$ cat config.mk
export PLATFORM = sky130hd
export DESIGN_NAME = fractal_sync_node_2x1
export DESIGN_NICKNAME = d
export VERILOG_FILES = /design/src/rtl/fractal_sync_node_2x1.sv
export SDC_FILE = /design/constraint.sdc
export NUM_CORES = 1
export LEC_CHECK = 0
export BUFFER_PORTS_ARGS = -buffer_cell sky130_fd_sc_hd__buf_2
export CAP_MARGIN = 20
export CORE_MARGIN = 1
export CORE_UTILIZATION = 54
export DETAILED_ROUTE_END_ITERATION = 16
export GPL_TIMING_DRIVEN = 0
export HOLD_SLACK_MARGIN = 0.06
export PLACE_DENSITY = 0.81
export SLEW_MARGIN = 20
export SYNTH_ARGS = -nofsm -noshare
export SYNTH_HDL_FRONTEND = slang
export SYNTH_SLANG_ARGS = --single-unit
export TNS_END_PERCENT = 20
$ cat constraint.sdc
create_clock -name clk_i -period 4.1 [get_ports clk_i]
set_input_delay 1.025 -clock clk_i [delete_from_list [all_inputs] [get_ports clk_i]]
set_output_delay 1.025 -clock clk_i [all_outputs]
set_load 0.05 [all_outputs]
$ cat src/rtl/fractal_sync_node_2x1.sv
// Binary sync-tree node: merges barrier requests from two children, resolves
// them locally or forwards them to the parent, and relays the parent's answer.
module fractal_sync_node_2x1 #(
    parameter int LVL_WIDTH = 2
) (
    input  logic                     clk_i,
    input  logic                     rst_i,
    input  logic [1:0]               c_sync_i,
    input  logic [2*LVL_WIDTH-1:0]   c_lvl_i,
    input  logic [1:0]               c_ack_i,
    output logic [1:0]               c_wake_o,
    output logic [1:0]               c_error_o,
    output logic                     p_sync_o,
    output logic [LVL_WIDTH-1:0]     p_lvl_o,
    output logic                     p_ack_o,
    input  logic                     p_wake_i,
    input  logic                     p_error_i,
    output logic                     viol_o
);

    localparam logic [1:0] ST_IDLE = 2'd0;
    localparam logic [1:0] ST_FWD  = 2'd1;
    localparam logic [1:0] ST_WAIT = 2'd2;
    localparam logic [1:0] ST_RESP = 2'd3;

    localparam logic [LVL_WIDTH-1:0] LVL_ZERO = '0;
    localparam logic [LVL_WIDTH-1:0] LVL_ONE  = LVL_WIDTH'(1);

    logic [1:0]                  state_q, state_d;
    logic [1:0]                  pend_q, pend_d;
    logic [1:0][LVL_WIDTH-1:0]   lvl_q, lvl_d;
    logic [1:0]                  tgt_q, tgt_d;
    logic                        err_q, err_d;
    logic                        viol_q, viol_d;
    logic                        parent_resp;
    logic [1:0]                  ack_hit;

    assign parent_resp = p_wake_i | p_error_i;

    always_comb begin
        state_d = state_q;
        pend_d  = pend_q;
        lvl_d   = lvl_q;
        tgt_d   = tgt_q;
        err_d   = err_q;
        viol_d  = viol_q;
        ack_hit = tgt_q & c_ack_i;

        case (state_q)
            ST_IDLE: begin
                if (pend_q == 2'b11) begin
                    // Mismatched or zero levels cannot form a valid barrier.
                    if ((lvl_q[0] != lvl_q[1]) || (lvl_q[0] == LVL_ZERO)) begin
                        tgt_d   = 2'b11;
                        err_d   = 1'b1;
                        state_d = ST_RESP;
                    end else if (lvl_q[0] == LVL_ONE) begin
                        tgt_d   = 2'b11;
                        err_d   = 1'b0;
                        state_d = ST_RESP;
                    end else begin
                        state_d = ST_FWD;
                    end
                end else if (pend_q[0] && (lvl_q[0] == LVL_ZERO)) begin
                    tgt_d   = 2'b01;
                    err_d   = 1'b1;
                    state_d = ST_RESP;
                end else if (pend_q[1] && (lvl_q[1] == LVL_ZERO)) begin
                    tgt_d   = 2'b10;
                    err_d   = 1'b1;
                    state_d = ST_RESP;
                end
            end
            ST_FWD: begin
                state_d = ST_WAIT;
            end
            ST_WAIT: begin
                if (parent_resp) begin
                    err_d   = p_error_i;
                    tgt_d   = 2'b11;
                    state_d = ST_RESP;
                end
            end
            ST_RESP: begin
                tgt_d  = tgt_q & ~c_ack_i;
                pend_d = pend_q & ~ack_hit;
                if (tgt_d == 2'b00) begin
                    state_d = ST_IDLE;
                end
            end
            default: begin
                state_d = ST_IDLE;
            end
        endcase

        // New requests are only accepted in IDLE; anything else is a violation.
        for (int i = 0; i < 2; i++) begin
            if (c_sync_i[i]) begin
                if ((state_q == ST_IDLE) && !pend_q[i]) begin
                    pend_d[i] = 1'b1;
                    lvl_d[i]  = c_lvl_i[i*LVL_WIDTH +: LVL_WIDTH];
                end else begin
                    viol_d = 1'b1;
                end
            end
        end
    end

    always_ff @(posedge clk_i) begin
        if (rst_i) begin
            state_q <= ST_IDLE;
            pend_q  <= '0;
            lvl_q   <= '0;
            tgt_q   <= '0;
            err_q   <= 1'b0;
            viol_q  <= 1'b0;
        end else begin
            state_q <= state_d;
            pend_q  <= pend_d;
            lvl_q   <= lvl_d;
            tgt_q   <= tgt_d;
            err_q   <= err_d;
            viol_q  <= viol_d;
        end
    end

    assign c_wake_o  = (state_q == ST_RESP) ? tgt_q : 2'b00;
    assign c_error_o = c_wake_o & {2{err_q}};
    assign p_sync_o  = (state_q == ST_FWD);
    assign p_lvl_o   = p_sync_o ? (lvl_q[0] - LVL_ONE) : LVL_ZERO;
    assign p_ack_o   = (state_q == ST_WAIT) && parent_resp;
    assign viol_o    = viol_q;

endmodule

==> results of run 1 <==
-- through the flow --
| stage | area, sq um | setup WS (ns) |
|---|---|---|
| floorplan | 810 | 1.37 |
| global placement | 928 | 1.56 |
| detailed placement | 928 | 1.55 |
| CTS | 965 | 1.46 |
| global route | 965 | 1.31 |
| finish | 965 | 1.46 |
-- path summary, 6_finish.rpt --
check / endpoint / depth (start not counted)
hold reg to reg: err_q / 2
hold / removal: err_q / 2
setup / recovery: p_ack_o / 5
setup reg to reg: state_q[0] / 6
-- flip-flops by register name, indices dropped and copies added, names as in the netlist --
name     count
state_q      2
viol_o       1
err_q        1
tgt_q        2
lvl_q        4
pend_q       2
-- cells by family (layout without fill, tap and decap cells) --
family                   after synthesis  in the layout  synth area share
adder cells (fa/ha/maj)                8              8             0.124
AND/OR/NAND/NOR                       36             36             0.260
multiplexers                           5              5            0.0618
flip-flops                            12             12             0.297
AO/OA/AOI/OAI                         22             22             0.199
buffers and inverters                  8             32            0.0371
XOR/XNOR                               2              2            0.0216
-- power by group --
part	switching (mW)	total (mW)	internal (mW)
sequential	0.0352	0.187	0.152
combinational	0.215	0.355	0.140
clock	0.0414	0.0953	0.0539
-- cell usage after synthesis, drive strengths merged --
cell type,n
dfxtp,12
nand2,9
a21oi,8
ha,8
inv,6
mux2i,5
nor2,5
nand2b,3
nand3,3
nand3b,3
nor2b,3
o21bai,3
a221oi,2
and3,2
clkbuf,2
nand4,2
o21a,2
o21ai,2
xnor2,2
a21o,1
a311oi,1
and2,1
and3b,1
nand4b,1
nor3b,1
nor4bb,1
o211ai,1
o22ai,1
o41ai,1
or3b,1
-- critical path, stage by stage (launching register included) --
cell,delay [ns]
dfxtp_1,0.36
inv_1,0.13
ha_1,0.15
clkbuf_1,0.29
o21a_1,0.17
buf_2,0.25
-- metal layers --
layer / vias to the layer above / GRT usage / wire, um
met1: 333 / 0.278 / 820
met5: - / 0 / 0
met4: 0 / 0.0500 / 0
met3: 0 / 0.0326 / 87
li1: 380 / - / -
met2: 24 / 0.329 / 725
-- layout make-up --
type                            count  share of cell area
Multi-Input combinational cell     73               0.559
Sequential cell                    12               0.249
Timing Repair Buffer               20               0.104
Clock buffer                        4              0.0376
Inverter                            6              0.0233
Tap cell                           15              0.0195
Buffer                              2             0.00778
==> results.cfg, run 1 <==
[route]
routed_wl_um = 1630
routedWlPerCell_um = 12.4
ant_nets = 0
drtIter0Drc = 15
vias = 737
drt_first_pass_iters = 4
viasPerCell = 5.58
drc = 0

[cells_and_area]
multi_input_area_sq_um = 539
diodes = 0
mostFrequentLayoutCells = buf_2 (20), dfxtp_1 (12), nand2_1 (9)
nets = 138
seqCellArea_sq_um = 240
area_growth_pct = 19.2
fin_cells = 132
final_common_cell = buf_2
fin_util = 0.715
drive_above_1_share = 0.239
n_fill_cell = 115

[synthesis]
synth_top_area_frac = 0.297
syn_avg_cell_area_sq_um = 8.70
ys_seq_area_frac = 0.297
yosysTopAreaCell = dfxtp_1
synthesis.area_sq_um = 810
ys.warnings.count = 0
syn_nets = 113
synth-seq-cells = 12
synthCells = 93
synth.distinct_cells = 32
synth.top_cells.by_area = dfxtp_1 (30%), ha_1 (12%), mux2i_1 (6.2%)

[worst_setup_path]
r2r_slack_ns = 2.18
startpoint = state_q[0]
start_kind = flop
end_kind = output port
crit_fanout = 8
critical_path_class = flop to output port
crit_arrival_ns = 1.62
r2r_start = state_q[0]
worstPathRequired_ns = 3.07

[status]
status = completed

[global_route]
grt_pass1_wl_um = 2280
overflow = 0
antenna_found_initial = 0
grt.total_usage = 0.203
grt_max_degree = 11
first_global_vias = 568

[sta]
finalMaxSlewViolations = 0
worstMarginPinSlew_ns = 0.470
fin_tns_setup_ns = 0
hold_viol = 0
fin_crit_ns = 2.64
setup_viol = 0
rsz0062_at_grt = false
relSlewSlack = 0.686
fmax_mhz = 378
final.setup_skew_ns = 0.00267
timing.final.crit_share = 0.645
hold_ws_ns = 0.494

[floorplan]
start_util = 0.600
rows = 13
io_pins = 21
core-area_sq_um = 1350
die_x_um = 40.7
die-area_sq_um = 1660
die_h_um = 40.7

[clock_tree]
cts_buffer_depth = 2
cts.htree.levels = 1
post_cts_buffers = 0
clock-sinks = 12
cts_buffers = 3
cts_root_buf = clkbuf_4
clkSlewWorstSetupHoldPaths_ns = 0.08
ctsHoldBuffers = 0
clkLatencyLatePin_ns = 0.27
cts_resized = 0
cts_tree = yes

[placed_design]
dp.cells = 128
dp_hpwl_um = 1260
numPortBuffers = 20
gp_congestion = 0.782

[worst_hold_path]
min_from = err_q
hold_path_class = flop to flop

[run]
max_cap_viol_count = 0

[pwr]
power_leakage_nw = 0.458
ir_drop_v = 0.000360
powerDensity_nw_per_um2 = 661
power_mw = 0.638
Power figures use the tool's default switching activity.
==> run 2, diff against run 1 <==
Settings changed: CORE_UTILIZATION 54 to 46, PLACE_DENSITY 0.81 to 0.74.
Clock period 4.1 ns to 2.4 ns, I/O delays scaled along.
==> results.cfg, run 2 (same netlist as run 1, synthesis figures left out) <==
[placed_design]
dp.cells = 129
gp_congestion = 0.782
dp_hpwl_um = 1250
numPortBuffers = 20

[floorplan]
die_x_um = 44.0
die_h_um = 44.0
io_pins = 21
die-area_sq_um = 1930
start_util = 0.513
core-area_sq_um = 1580
rows = 14

[global_route]
grt.total_usage = 0.200
first_global_vias = 683
overflow = 0
grt_max_degree = 11
antenna_found_initial = 0
grt_pass1_wl_um = 2830

[cells_and_area]
largest_reg_flops = 4
area_growth_pct = 19.3
fin_cells = 133
final_common_cell = buf_2
n_fill_cell = 155
regMostFlops = lvl_q
diodes = 0
mostFrequentLayoutCells = buf_2 (20), dfxtp_1 (12), nand2_1 (9)
drive_above_1_share = 0.239
nets = 138

[pwr]
powerDensity_nw_per_um2 = 1140
power_leakage_nw = 0.458
ir_drop_v = 0.000797
power_mw = 1.10

[sta]
hold_viol = 0
fin_tns_setup_ns = 0
final.setup_skew_ns = 0.000553
hold_ws_ns = 0.495
finalMaxSlewViolations = 0
setup_viol = 0
fmax_mhz = 452
rsz0062_at_grt = false
relSlewSlack = 0.699
fin_crit_ns = 2.21
timing.final.crit_share = 0.923
worstMarginPinSlew_ns = 0.452

[route]
routedWlPerCell_um = 12.9
routed_wl_um = 1720
drtIter0Drc = 15
viasPerCell = 5.55
vias = 738
drc = 1
drt_first_pass_iters = 10
ant_nets = 0

[worst_setup_path]
r2r_slack_ns = 0.42
end_kind = output port
worstPathRequired_ns = 1.80
start_kind = flop
crit_fanout = 8
crit_arrival_ns = 1.61
critical_path_class = flop to output port

[status]
status = finished with violations
violations = design-rule violations

[clock_tree]
cts_buffer_depth = 2
clock-sinks = 12
clkLatencyLatePin_ns = 0.28
post_cts_buffers = 0
cts_resized = 0
cts_tree = yes
cts_buffers = 3
ctsHoldBuffers = 0
cts_root_buf = clkbuf_4
cts.htree.levels = 1
clkSlewWorstSetupHoldPaths_ns = 0.08

[run]
max_cap_viol_count = 0

[worst_hold_path]
hold_path_class = flop to flop
## run 2: cell counts in the layout (fill, tap and decap cells not counted)
No cell type changed its count.
## run 2: layout make-up
class                           instances  area, sq um  area share
Buffer                                  2         7.51     0.00777
Clock buffer                            4         36.3      0.0376
Inverter                                6         22.5      0.0233
Multi-Input combinational cell         73          539       0.558
Sequential cell                        12          240       0.249
Tap cell                               16         20.0      0.0207
Timing Repair Buffer                   20          100       0.104
## run 2: worst max-delay path: stages, from the launching register on
cell      delay (ns)
dfxtp_1         0.36
inv_1           0.12
ha_1            0.16
clkbuf_1        0.28
o21a_1          0.17
buf_2           0.25
## run 2: per-stage QoR
step,utilization,worst slack [ns],area (sq um)
after floorplan,-,0.0954,810
after global placement,0.590,0.515,930
after detailed placement,0.590,0.507,930
after CTS,0.613,0.188,966
after global routing,0.613,0.111,966
final,0.613,0.186,966
## run 2: worst paths after layout
path / from / to / depth (start not counted)
hold reg to reg: err_q / err_q / 2
setup / recovery: state_q[0] / p_ack_o / 5
hold / removal: err_q / err_q / 2
setup reg to reg: state_q[0] / state_q[0] / 6
## run 2: layer usage
metal | track usage | routed length (um)
met5 | 0 | 0
met1 | 0.251 | 803
met3 | 0.0375 | 76
met2 | 0.331 | 804
met4 | 0.0909 | 33
## run 2: power by group
part	switching, mW	leakage, nW	internal [mW]
Combinational	0.372	0.338	0.241
Clock	0.0701	0.0210	0.0923
Sequential	0.0623	0.0991	0.260
